$ cat config.mk
export PLATFORM = sky130hd
export DESIGN_NAME = spi_display_rx
export DESIGN_NICKNAME = d
export VERILOG_FILES = /design/src/rtl/spi_display_rx_pkg.sv /design/src/rtl/spi_rx_shift.sv /design/src/rtl/spi_display_rx.sv
export SDC_FILE = /design/constraint.sdc
export NUM_CORES = 1
export LEC_CHECK = 0
export ABC_AREA = 1
export CORE_UTILIZATION = 30
export DETAILED_ROUTE_END_ITERATION = 10
export SYNTH_ARGS = -nofsm -noshare
export SYNTH_HDL_FRONTEND = slang
export SYNTH_SLANG_ARGS = --single-unit
$ cat constraint.sdc
create_clock -name clk -period 5.95 [get_ports clk]
set_input_delay 0.8925 -clock clk [delete_from_list [all_inputs] [get_ports clk]]
set_output_delay 0.8925 -clock clk [all_outputs]
set_load 0.02 [all_outputs]
$ cat src/rtl/spi_display_rx_pkg.sv
// spi_display_rx_pkg: shared opcodes, parser state and addressing mode types.
package spi_display_rx_pkg;
  localparam logic [7:0] CMD_ADDR_MODE = 8'h20;
  localparam logic [7:0] CMD_COL_ADDR = 8'h21;
  localparam logic [7:0] CMD_PAGE_ADDR = 8'h22;
  localparam logic [7:0] CMD_DISP_OFF = 8'hAE;
  localparam logic [7:0] CMD_DISP_ON = 8'hAF;
  typedef enum logic [1:0] {IDLE, ARG1, ARG2, SKIP} state_e;
  typedef enum logic {HORIZ, VERT} addr_mode_e;
  // Commands whose single argument byte is consumed without effect.
  function automatic logic is_one_arg(input logic [7:0] b);
    return b inside {8'h81, 8'hA8, 8'hD3, 8'hD5, 8'hD9, 8'hDA, 8'hDB, 8'h8D};
  endfunction
endpackage

$ cat src/rtl/spi_rx_shift.sv
// spi_rx_shift: synchronises the SPI pins, detects sclk rises and assembles bytes.
// Ports: clk/rst_n system; spi_* raw pins; clr = synchronised panel reset;
// rx_byte/rx_dc/rx_valid = completed byte, valid for one cycle.
module spi_rx_shift import spi_display_rx_pkg::*; #(
  parameter int SYNC_STAGES = 2
) (
  input  logic       clk,
  input  logic       rst_n,
  input  logic       spi_rst,
  input  logic       spi_cs,
  input  logic       spi_dc,
  input  logic       spi_sclk,
  input  logic       spi_mosi,
  output logic       clr,
  output logic [7:0] rx_byte,
  output logic       rx_dc,
  output logic       rx_valid
);
  logic [SYNC_STAGES-1:0][4:0] sync_q, sync_d;
  logic [4:0] s;
  logic sclk_prev_q, sclk_prev_d, rise, take;
  logic [2:0] bit_cnt_q, bit_cnt_d;
  logic [6:0] shreg_q, shreg_d;
  assign s = sync_q[SYNC_STAGES-1];
  always_comb begin
    sync_d = {sync_q[SYNC_STAGES-2:0], {spi_rst, spi_cs, spi_dc, spi_sclk, spi_mosi}};
    clr = ~s[4];
    rise = s[1] & ~sclk_prev_q;
    // The 8th bit still completes if cs rises in the same cycle.
    take = rise & (~s[3] | (bit_cnt_q == 3'd7));
    sclk_prev_d = s[1];
    shreg_d = clr ? '0 : take ? {shreg_q[5:0], s[0]} : shreg_q;
    bit_cnt_d = (clr | (s[3] & ~take)) ? '0 : take ? bit_cnt_q + 3'd1 : bit_cnt_q;
    rx_byte = {shreg_q, s[0]};
    rx_dc = s[2];
    rx_valid = ~clr & take & (bit_cnt_q == 3'd7);
  end
  always_ff @(posedge clk or negedge rst_n)
    if (!rst_n) begin
      sync_q <= {SYNC_STAGES{5'b01000}};
      sclk_prev_q <= 1'b0;
      bit_cnt_q <= '0;
      shreg_q <= '0;
    end else begin
      sync_q <= sync_d;
      sclk_prev_q <= sclk_prev_d;
      bit_cnt_q <= bit_cnt_d;
      shreg_q <= shreg_d;
    end
endmodule

$ cat src/rtl/spi_display_rx.sv
// spi_display_rx: SSD1306-style SPI receiver producing framebuffer writes.
// Ports: clk/rst_n system; spi_* link from the video driver;
// fb_we/fb_col/fb_page/fb_data write port; display_on state; frame_done pulse.
module spi_display_rx import spi_display_rx_pkg::*; #(
  parameter int SYNC_STAGES = 2,
  parameter int COLS = 128,
  parameter int PAGES = 8,
  localparam int CW = $clog2(COLS),
  localparam int PW = $clog2(PAGES)
) (
  input  logic          clk,
  input  logic          rst_n,
  input  logic          spi_rst,
  input  logic          spi_cs,
  input  logic          spi_dc,
  input  logic          spi_sclk,
  input  logic          spi_mosi,
  output logic          fb_we,
  output logic [CW-1:0] fb_col,
  output logic [PW-1:0] fb_page,
  output logic [7:0]    fb_data,
  output logic          display_on,
  output logic          frame_done
);
  logic clr, rx_dc, rx_valid;
  logic [7:0] rx_byte;
  state_e state_q, state_d;
  addr_mode_e mode_q, mode_d;
  logic [7:0] cmd_q, cmd_d;
  logic [CW-1:0] col_q, col_d, col_start_q, col_start_d, col_end_q, col_end_d;
  logic [CW-1:0] fb_col_q, fb_col_d, col_inc, col_adv;
  logic [PW-1:0] page_q, page_d, page_start_q, page_start_d, page_end_q, page_end_d;
  logic [PW-1:0] fb_page_q, fb_page_d, page_inc, page_adv;
  logic [7:0] fb_data_q, fb_data_d;
  logic fb_we_q, fb_we_d, frame_done_q, frame_done_d, display_on_q, display_on_d;
  logic col_wrap, page_wrap;
  spi_rx_shift #(.SYNC_STAGES(SYNC_STAGES)) u_shift (
    .clk(clk), .rst_n(rst_n), .spi_rst(spi_rst), .spi_cs(spi_cs), .spi_dc(spi_dc),
    .spi_sclk(spi_sclk), .spi_mosi(spi_mosi), .clr(clr), .rx_byte(rx_byte),
    .rx_dc(rx_dc), .rx_valid(rx_valid)
  );
  always_comb begin
    // Counters run past the panel edge back to 0 so start > end windows wrap.
    col_inc = (col_q == CW'(COLS - 1)) ? '0 : col_q + 1'b1;
    page_inc = (page_q == PW'(PAGES - 1)) ? '0 : page_q + 1'b1;
    col_wrap = col_q == col_end_q;
    page_wrap = page_q == page_end_q;
    col_adv = col_wrap ? col_start_q : col_inc;
    page_adv = page_wrap ? page_start_q : page_inc;
    state_d = state_q;
    mode_d = mode_q;
    cmd_d = cmd_q;
    col_d = col_q;
    page_d = page_q;
    col_start_d = col_start_q;
    col_end_d = col_end_q;
    page_start_d = page_start_q;
    page_end_d = page_end_q;
    fb_we_d = 1'b0;
    fb_col_d = fb_col_q;
    fb_page_d = fb_page_q;
    fb_data_d = fb_data_q;
    frame_done_d = 1'b0;
    display_on_d = display_on_q;
    if (clr) begin
      state_d = IDLE;
      mode_d = HORIZ;
      cmd_d = '0;
      col_d = '0;
      page_d = '0;
      col_start_d = '0;
      col_end_d = CW'(COLS - 1);
      page_start_d = '0;
      page_end_d = PW'(PAGES - 1);
      fb_col_d = '0;
      fb_page_d = '0;
      fb_data_d = '0;
      display_on_d = 1'b0;
    end else if (rx_valid && rx_dc) begin
      fb_we_d = 1'b1;
      fb_col_d = col_q;
      fb_page_d = page_q;
      fb_data_d = rx_byte;
      frame_done_d = col_wrap & page_wrap;
      col_d = (mode_q == HORIZ || page_wrap) ? col_adv : col_q;
      page_d = (mode_q == VERT || col_wrap) ? page_adv : page_q;
    end else if (rx_valid) begin
      case (state_q)
        IDLE: begin
          cmd_d = rx_byte;
          if (rx_byte == CMD_COL_ADDR || rx_byte == CMD_PAGE_ADDR || rx_byte == CMD_ADDR_MODE)
            state_d = ARG1;
          else if (is_one_arg(rx_byte))
            state_d = SKIP;
          else if (rx_byte == CMD_DISP_ON)
            display_on_d = 1'b1;
          else if (rx_byte == CMD_DISP_OFF)
            display_on_d = 1'b0;
        end
        ARG1: begin
          state_d = cmd_q == CMD_ADDR_MODE ? IDLE : ARG2;
          if (cmd_q == CMD_COL_ADDR) begin
            col_start_d = rx_byte[CW-1:0];
            col_d = rx_byte[CW-1:0];
          end else if (cmd_q == CMD_PAGE_ADDR) begin
            page_start_d = rx_byte[PW-1:0];
            page_d = rx_byte[PW-1:0];
          end else if (rx_byte[1:0] == 2'b00)
            mode_d = HORIZ;
          else if (rx_byte[1:0] == 2'b01)
            mode_d = VERT;
        end
        ARG2: begin
          state_d = IDLE;
          col_end_d = cmd_q == CMD_COL_ADDR ? rx_byte[CW-1:0] : col_end_q;
          page_end_d = cmd_q == CMD_PAGE_ADDR ? rx_byte[PW-1:0] : page_end_q;
        end
        default: state_d = IDLE;
      endcase
    end
  end
  always_ff @(posedge clk or negedge rst_n)
    if (!rst_n) begin
      state_q <= IDLE;
      mode_q <= HORIZ;
      cmd_q <= '0;
      col_q <= '0;
      page_q <= '0;
      col_start_q <= '0;
      col_end_q <= CW'(COLS - 1);
      page_start_q <= '0;
      page_end_q <= PW'(PAGES - 1);
      fb_we_q <= 1'b0;
      fb_col_q <= '0;
      fb_page_q <= '0;
      fb_data_q <= '0;
      frame_done_q <= 1'b0;
      display_on_q <= 1'b0;
    end else begin
      state_q <= state_d;
      mode_q <= mode_d;
      cmd_q <= cmd_d;
      col_q <= col_d;
      page_q <= page_d;
      col_start_q <= col_start_d;
      col_end_q <= col_end_d;
      page_start_q <= page_start_d;
      page_end_q <= page_end_d;
      fb_we_q <= fb_we_d;
      fb_col_q <= fb_col_d;
      fb_page_q <= fb_page_d;
      fb_data_q <= fb_data_d;
      frame_done_q <= frame_done_d;
      display_on_q <= display_on_d;
    end
  assign fb_we = fb_we_q;
  assign fb_col = fb_col_q;
  assign fb_page = fb_page_q;
  assign fb_data = fb_data_q;
  assign frame_done = frame_done_q;
  assign display_on = display_on_q;
endmodule

==> run_results.csv, run 1 <==
group,metric,value,unit
route,antenna_left,0,
floorplanning,core,0.0133,mm2
route,avgViaCountPerCell,4.62,
clock_tree,clk_pin_slew,0.06,ns
clock_tree,clkLatencyLatePin,0.33,ns
placed_design,dp.cells,698,
clock_tree,htreeDepth,3,
placed_design,dp_hpwl,6.36,mm
setup_path,cp-start-kind,"flip-flop",
timing,tightest_slew,1.04,ns
floorplanning,rows,42,
route,routedWlPerCell,13.0,um
synthesis,synth_top_area_share,0.434,
run_status,status,"completed",
setup_path,worstPathArrival,2.95,ns
min_path,hp-class,"reg2reg",
power_and_ir_drop,ir_drop,0.138,mV
floorplanning,die_x,119,um
synthesis,synth_area,0.00409,mm2
setup_path,crit_buf_inv,2,
synthesis,synth_ff_type,"dfrtp_1",
global_routing,grt_max_degree,84,
clock_tree,cts.path.max_buffers,2,
route,drt_iter0_drc,180,
floorplanning,die_area,0.0141,mm2
flow_run,maxCapViolCount,0,
synthesis,synth.distinct_cells,37,
setup_path,crit_family,"simple AND/OR/NAND/NOR gates",
clock_tree,cts_resized,0,
timing,setup_tns,0,ns
clock_tree,ctsHoldBuffers,0,
timing,finalHoldViolations,0,
power_and_ir_drop,p_leak,0.00232,uW
setup_path,critical_path_class,"reg2reg",
global_routing,grt_pass1_wl,15.9,mm
floorplanning,fp.dieH,119,um
synthesis,synth.net_count,522,
layout,utilization,0.365,
timing,fin_crit_sh,0.459,
clock_tree,cts_tree,"built",
timing,maxSlewViolCount,0,
timing,final.setup_skew,0.00571,ns
setup_path,cp_slowest_cell,"clkinv_1",
layout,drive_gt1_frac,0.0799,
placed_design,port_buffers,27,
timing,finalSetupViolations,0,
route,drcViolationCount,0,
layout,instances_no_fill,714,
route,wirelength,9.25,mm
clock_tree,root_buffer,"clkbuf_16",
placed_design,place_area,0.00450,mm2
timing,slew_headroom,0.305,
placed_design,place_congestion,0.820,
timing,rsz0062_at_grt,"false",
layout,area_growth,18.4,%
setup_path,worst-path-max-fanout,45,
floorplanning,ios,28,
setup_path,worst_path_largest_cell_delay,0.56,ns
power_and_ir_drop,powerDensity,306,mW/mm2
global_routing,first_global_vias,3251,
synthesis,synth_top_area_cell,"dfrtp_1",
layout,n_fill_cell,1390,
floorplanning,start_util,0.308,
timing,fmax,366,MHz
timing,fin_crit,2.73,ns
setup_path,worst_setup_path_end_kind,"flip-flop",
layout,n_antenna_cell,0,
synthesis,async_flop_share,1.00,
global_routing,grt_remaining_overflow,0,
setup_path,cp.required,6.17,ns
global_routing,antenna_found_initial,0,
layout,design_area,0.00485,mm2
setup_path,path_cells,"ha_1 > ha_1 > nor2_2 > nor2_8 > nand4_4 > clkinv_1 > o21ai_0 > inv_1 > nand2_1 > nand2_1",
synthesis,seq_area_frac_synth,0.511,
synthesis,synthCells,510,
synthesis,ys_ff_latch,83,
clock_tree,cts_setup_buffers,0,
route,vias,3302,
synthesis,synthTopCellsByArea,"dfrtp_1 43%, nand2_1 15%, dfstp_2 7.7%, o21ai_0 5.1%, nand3_1 4.9%",
route,drt-pass1-iter-count,5,
layout,finalNetCount,545,
clock_tree,clock-sinks,83,
synthesis,yosys_warnings,0,
timing,timing.hold.ws,0.348,ns
clock_tree,numCtsBuffers,9,
global_routing,grtUsageTotal,0.142,
synthesis,synth_edf_count,0,
synthesis,syn_area_per_cell,8.02,um2
[path summary, 6_finish.rpt]
kind | startpoint | endpoint | slack, ns | cells past startpoint
setup / recovery | u_shift.bit_cnt_q[0]$_DFFE_PN0P_ | page_q[2]$_DFFE_PN0P_ | 3.22 | 10
max in group asynchronous | rst_n | fb_col[6]$_DFFE_PN0P_ | 4.53 | 1
hold / removal | u_shift.sync_d[5]$_DFF_PN0_ | u_shift.s[0]$_DFF_PN0_ | 0.35 | 0
min in group asynchronous | rst_n | u_shift.sync_d[6]$_DFF_PN0_ | 0.72 | 1
hold reg to reg | u_shift.sync_d[5]$_DFF_PN0_ | u_shift.s[0]$_DFF_PN0_ | 0.35 | 0
setup reg to reg | u_shift.bit_cnt_q[0]$_DFFE_PN0P_ | page_q[2]$_DFFE_PN0P_ | 3.22 | 10
[state kept, by name, indices dropped and copies added (netlist names), 5 cells and up]
signal	count
fb_data	8
fb_col	7
u_shift.s	5
col_end_q	7
u_shift.shreg_q	7
u_shift.sync_d	5
cmd_q	8
col_start_q	7
col_q	7
[through the flow]
stage | setup WS, ns | total power [uW]
3_5_place_dp | 3.23 | 853
4_1_cts | 3.20 | 1500
6_report | 3.22 | 1480
3_3_place_gp | 3.33 | 847
2_1_floorplan | 4.05 | 801
5_1_grt | 2.96 | 1560
[power breakdown]
group          leakage, uW  internal [uW]  switching [uW]  total (uW)
clock network     0.000163            422             217         639
registers          0.00109            622            35.8         658
logic              0.00107           62.1             123         185
total              0.00232           1110             376        1480
[Yosys cell counts, types with 3 or more instances]
master / number
nand2_1: 167
dfrtp_1: 71
inv_1: 52
o21ai_0: 42
nand3_1: 40
nor2_1: 38
dfstp_2: 12
a21oi_1: 9
nand4_1: 9
o21ai_1: 9
clkbuf_1: 6
nor3_1: 6
buf_2: 5
ha_1: 5
xnor2_1: 5
o211ai_1: 3
[per-layer routing]
metal / vias to the layer above / global-route usage / wire [um]
met2: 63 / 0.220 / 4310
met1: 1552 / 0.196 / 4480
met4: 0 / 0.0506 / 84
met5: - / 0 / 0
met3: 9 / 0.0294 / 381
li1: 1678 / - / -
[cell families after synthesis]
logic type	after synthesis	synth area share
fa+ha+maj	5	0.0153
compound gates	70	0.0939
xor+xnor	7	0.0150
flops	83	0.511
buf+inv	71	0.0712
simple gates	274	0.293
[cells in the final DEF (no fill, tap or decap)]
cell / instances
buf_4: 2
inv_1: 52
nor2_2: 1
nor3_1: 6
nor2_1: 38
o21ai_1: 9
xnor2_1: 5
a32o_1: 2
nand3_1: 40
nand2_1: 167
o211ai_1: 3
o21bai_1: 1
nor2_4: 2
clkdlybuf4s50_1: 26
inv_2: 2
clkbuf_1: 2
xor2_1: 2
dfrtp_1: 71
clkinvlp_4: 1
nand2_4: 1
ha_1: 5
clkbuf_16: 9
o21ai_2: 2
nand3b_1: 1
nor2_8: 1
o2111ai_1: 1
nand4_4: 1
bufinv_16: 3
nand2_2: 2
nand4_1: 9
or2_2: 2
o21ai_0: 42
o31ai_1: 1
clkbuf_8: 1
clkinv_1: 1
dfstp_2: 12
and3_1: 2
a21oi_1: 9
nor3b_4: 1
[cell type report]
class                           count  area [um2]  share of cell area
Multi-Input combinational cell    356        1710               0.353
Clock inverter                      4        97.6              0.0201
Sequential cell                    83        2090               0.432
Inverter                           55         206              0.0426
Tap cell                          176         220              0.0454
Clock buffer                       12         246              0.0509
Timing Repair Buffer               28         275              0.0568
Note: power is estimated with default switching activity, not from simulation.
==> run 2, diff against run 1 <==
Clock period 5.95 ns to 2.3 ns, I/O delays scaled along.
==> run 2 against run 1 <==
Fmax rose by 30%. Global-route usage fell by 0.13 points. Combinational power rose to 2.7 times the previous value. Routed wire length fell by 1.3%. Sequential share of layout area fell by 0.60 points. Critical path depth rose by 1. Critical path type unchanged. Largest power group unchanged.
==> run_results.csv, run 2 (synthesis gave the netlist of run 1 again) <==
group,metric,value,unit
setup_path,worst_setup_path_end_kind,"flip-flop",
global_routing,grt_max_degree,45,
timing,fmax,474,MHz
placed_design,port_buffers,27,
layout,instances_no_fill,723,
global_routing,antenna_found_initial,0,
route,drt-pass1-iter-count,4,
power_and_ir_drop,p_switching,969,uW
setup_path,cp_slowest_cell,"dfrtp_1",
min_path,hp-class,"in2async",
layout,n_antenna_cell,0,
route,routedWlPerCell,12.6,um
timing,tightest_slew,0.577,ns
clock_tree,clock-sinks,83,
setup_path,path_cells,"ha_1 > ha_1 > nor2_2 > nor2_8 > nand3_1 > nand2_2 > nand2_4 > inv_2 > o21ai_2 > nand2_1 > o21ai_1",
clock_tree,numCtsBuffers,9,
clock_tree,cts_setup_buffers,0,
global_routing,first_global_vias,3390,
timing,layout_setup_ws,0.191,ns
clock_tree,cts.path.max_buffers,2,
clock_tree,htreeDepth,3,
clock_tree,cts_resized,0,
clock_tree,cts_tree,"built",
power_and_ir_drop,pwr-share-seq,0.457,
timing,rsz0062_at_grt,"false",
route,drt_iter0_drc,244,
clock_tree,clkLatencyLatePin,0.33,ns
flow_run,maxCapViolCount,0,
setup_path,critical_path_class,"reg2reg",
global_routing,grtUsageTotal,0.141,
route,vias,3347,
global_routing,grt_pass1_wl,16.0,mm
floorplanning,die_area,0.0141,mm2
floorplanning,start_util,0.308,
power_and_ir_drop,p_leak,0.00237,uW
setup_path,cp.required,2.55,ns
power_and_ir_drop,comb_power_share,0.132,
layout,layout_common_cells,"167 x nand2_1, 71 x dfrtp_1, 52 x inv_1",
floorplanning,ios,28,
placed_design,dp_hpwl,6.56,mm
power_and_ir_drop,pwr-share-clk,0.411,
placed_design,dp_slack,0.140,ns
floorplanning,die_x,119,um
power_and_ir_drop,ir_drop,0.355,mV
timing,slew_headroom,0.616,
setup_path,cp-start-kind,"flip-flop",
layout,area_growth,20.1,%
timing,finalHoldViolations,0,
setup_path,worst_path_largest_cell_delay,0.40,ns
clock_tree,root_buffer,"clkbuf_16",
power_and_ir_drop,switching_share,0.260,
setup_path,worstPathArrival,2.36,ns
global_routing,grt_remaining_overflow,0,
floorplanning,fp.dieH,119,um
placed_design,dp.cells,705,
layout,finalNetCount,554,
route,avgViaCountPerCell,4.63,
timing,maxSlewViolCount,0,
floorplanning,rows,42,
timing,final.setup_skew,0.00712,ns
run_status,status,"completed",
layout,layout_commonest_cell,"nand2_1",
layout,drive_gt1_frac,0.0969,
timing,finalSetupViolations,0,
power_and_ir_drop,powerDensity,759,mW/mm2
timing,fin_crit,2.11,ns
setup_path,crit_top_cell,"ha_1",
power_and_ir_drop,internal_power,2760,uW
floorplanning,core,0.0133,mm2
setup_path,worst-path-max-fanout,16,
clock_tree,clk_pin_slew,0.06,ns
route,drcViolationCount,0,
route,wirelength,9.13,mm
placed_design,place_congestion,0.824,
timing,fin_crit_sh,0.917,
timing,setup_tns,0,ns
route,antenna_left,0,
clock_tree,ctsHoldBuffers,0,
[run 2: worst max-delay path, delay by kind of cell (launching register included)]
kind,cells,cell delay [ns]
AOI/OAI and AO/OA,2,0.33
adders and majority gates,2,0.47
buffers and inverters,1,0.08
DFF,1,0.40
and+or+nand+nor,6,0.74
[run 2: through the flow]
stage / util / power (uW) / hold slack, ns / cell area [um2]
finish: 0.370 / 3730 / 0.00781 / 4920
global route: 0.370 / 3920 / 0.0474 / 4920
CTS: 0.368 / 3770 / 0.0236 / 4890
detailed placement: 0.344 / 2210 / 0.336 / 4570
global placement: 0.344 / 2200 / 0.336 / 4570
floorplan: - / 2070 / 0.0494 / 4090
[run 2: final timing paths]
kind                                                  start                          end  slack [ns]  cells past startpoint
setup / recovery           u_shift.bit_cnt_q[0]$_DFFE_PN0P_         cmd_q[6]$_DFFE_PN0P_        0.19                     11
hold / removal                                        rst_n  u_shift.sync_d[6]$_DFF_PN0_       0.008                      1
setup reg to reg           u_shift.bit_cnt_q[0]$_DFFE_PN0P_         cmd_q[6]$_DFFE_PN0P_        0.19                     11
hold reg to reg                 u_shift.sync_d[5]$_DFF_PN0_       u_shift.s[0]$_DFF_PN0_        0.35                      0
max in group asynchronous                             rst_n     col_end_q[6]$_DFFE_PN1P_        1.59                      2
min in group clk                u_shift.sync_d[5]$_DFF_PN0_       u_shift.s[0]$_DFF_PN0_        0.35                      0
[run 2: final cells by class]
cell class | count | area [um2]
tap | 176 | 220
fill | 1360 | 8380
sequential | 83 | 2090
clock buffer | 11 | 243
inverter | 55 | 206
multi-input combinational | 356 | 1710
timing repair buffer | 37 | 368
clock inverter | 5 | 77.6
[run 2: metal layers]
metal / part of all wire / global-route usage
met1: 0.48 / 0.182
met2: 0.46 / 0.229
met3: 0.039 / 0.0290
met4: 0.023 / 0.0609
met5: 0 / 0
[run 2: power by group through the flow]
stage	registers (uW)	logic, uW	clock network [uW]
finish	1700	494	1530
global route	1720	580	1620
CTS	1700	489	1580
detailed placement	1730	484	0
global placement	1720	475	0
floorplan	1700	372	0
==> run 3, diff against run 2 <==
Settings changed: CORE_MARGIN from default to 2.
==> run 3 against run 2 <==
Routed wire length up 2.5%. Global-route usage down 0.26 points. Die area up 3.4%. Core utilization up 0.34 points. Flip-flop and latch count unchanged. Cell count up 0.14%. Count of clock-buffer cells in the layout up 1.
==> run_results.csv, run 3 (synthesis gave the netlist of run 1 again) <==
group,metric,value,unit
run_status,status,"completed",
power_and_ir_drop,comb_power_share,0.130,
timing,tightest_slew,0.502,ns
setup_path,path_cells,"ha_1 > ha_1 > nor2_2 > nor2_8 > nand3_1 > nand2_2 > nand2_4 > nor2_4 > o21ai_0 > o21ai_1",
timing,finalSetupViolations,0,
setup_path,crit_start,"u_shift.bit_cnt_q[0]$_DFFE_PN0P_",
layout,drive_gt1_frac,0.0985,
floorplanning,start_util,0.308,
layout,layout_commonest_cell,"nand2_1",
global_routing,grt_max_degree,47,
placed_design,dp_hpwl,6.66,mm
global_routing,use_met3,0.0325,
power_and_ir_drop,pwr-share-seq,0.442,
setup_path,cp_slowest_cell,"dfrtp_1",
clock_tree,clk_pin_slew,0.06,ns
power_and_ir_drop,switching_share,0.253,
placed_design,place_area,0.00457,mm2
timing,slew_headroom,0.665,
floorplanning,ios,28,
global_routing,first_global_vias,3309,
timing,final.setup_skew,0.00703,ns
global_routing,use_met2,0.219,
route,avgViaCountPerCell,4.71,
global_routing,busiest_layer,"met2",
clock_tree,numCtsBuffers,9,
route,drcViolationCount,0,
floorplanning,die_x,121,um
clock_tree,cts.path.max_buffers,2,
floorplanning,fp.dieH,121,um
clock_tree,clkLatencyLatePin,0.34,ns
clock_tree,clock-sinks,83,
placed_design,place_congestion,0.858,
setup_path,crit_family,"simple AND/OR/NAND/NOR gates",
timing,maxSlewViolCount,0,
timing,setup_tns,0,ns
timing,fin_crit,2.11,ns
floorplanning,core,0.0133,mm2
power_and_ir_drop,p_switching,975,uW
power_and_ir_drop,powerDensity,777,mW/mm2
setup_path,worst-path-max-fanout,17,
setup_path,r2r_start,"u_shift.bit_cnt_q[0]$_DFFE_PN0P_",
timing,fin_crit_sh,0.919,
setup_path,worstPathArrival,2.38,ns
route,antenna_left,0,
global_routing,grtUsageTotal,0.139,
min_path,min_from,"u_shift.sync_d[7]$_DFF_PN0_",
global_routing,antenna_found_initial,0,
power_and_ir_drop,ir_drop,0.421,mV
floorplanning,rows,42,
flow_run,maxCapViolCount,0,
timing,finalHoldViolations,0,
min_path,hp-class,"reg2reg",
setup_path,cp.required,2.57,ns
global_routing,grt_pass1_wl,16.0,mm
setup_path,critical_path_class,"reg2reg",
layout,finalNetCount,555,
floorplanning,die_area,0.0146,mm2
layout,layout_common_cells,"166 x nand2_1, 71 x dfrtp_1, 52 x inv_1",
clock_tree,htreeDepth,3,
setup_path,cp-start-kind,"flip-flop",
placed_design,port_buffers,27,
global_routing,grt_remaining_overflow,0,
route,routedWlPerCell,12.9,um
timing,fmax,473,MHz
timing,rsz0062_at_grt,"false",
setup_path,worst_path_largest_cell_delay,0.38,ns
layout,n_antenna_cell,0,
route,vias,3407,
setup_path,crit_top_cell,"ha_1",
setup_path,worst_setup_path_end_kind,"flip-flop",
power_and_ir_drop,pwr-share-clk,0.428,
setup_path,crit_buf_inv,0,
route,wirelength,9.36,mm
layout,area_growth,21.2,%
clock_tree,cts_tree,"built",
route,drt_iter0_drc,374,
clock_tree,root_buffer,"clkbuf_16",
power_and_ir_drop,internal_power,2880,uW
layout,design_area,0.00496,mm2
route,drt-pass1-iter-count,5,
global_routing,grt_use_met1,0.184,
power_and_ir_drop,p_leak,0.00238,uW
run 3: final timing paths:
check / endpoint / slack [ns] / cells past startpoint
worst min-delay path: u_shift.s[2]$_DFF_PN0_ / 0.35 / 0
worst max-delay path: col_end_q[5]$_DFFE_PN1P_ / 0.19 / 10
max in group asynchronous: col_end_q[5]$_DFFE_PN1P_ / 1.12 / 3
worst max register to register: col_end_q[5]$_DFFE_PN1P_ / 0.19 / 10
worst min register to register: u_shift.s[2]$_DFF_PN0_ / 0.35 / 0
min in group asynchronous: u_shift.sync_d[6]$_DFF_PN0_ / 0.51 / 2
run 3: metal layers:
metal | routed length, um | share of wire
met1 | 4380 | 0.47
met2 | 4350 | 0.47
met3 | 447 | 0.048
met4 | 175 | 0.019
met5 | 0 | 0
run 3: repair_timing:
item / CTS / global route
endpoints found under the setup margin: 0 / 20
endpoints found under the hold margin: 24 / 0
setup buffers: 0 / 2
resized for setup: 0 / 5
hold buffers: 1 / 0
run 3: area by class of cell:
class / count / area (um2)
clock inverter: 4 / 97.6
sequential: 83 / 2090
inverter: 55 / 206
timing repair buffer: 38 / 369
multi-input combinational: 356 / 1730
tap: 176 / 220
clock buffer: 12 / 246
fill: 1360 / 8330
run 3: through the flow:
step,cells,power [uW],hold slack [ns],worst slack [ns],utilization
after CTS,722,3880,0.348,0.0983,0.370
after detailed placement,705,2210,0.335,0.113,0.344
after global routing,724,4060,0.356,0.00515,0.373
after global placement,705,2200,0.335,0.229,0.344
final,724,3850,0.346,0.186,0.373
after floorplan,510,2070,0.0494,0.402,-
run 3: power groups by stage:
| stage | combinational (uW) | clock [uW] | sequential, uW |
|---|---|---|---|
| after CTS | 489 | 1690 | 1700 |
| final | 502 | 1650 | 1700 |
| after global placement | 474 | 0 | 1720 |
| after global routing | 585 | 1760 | 1720 |
| after detailed placement | 483 | 0 | 1730 |
| after floorplan | 372 | 0 | 1700 |
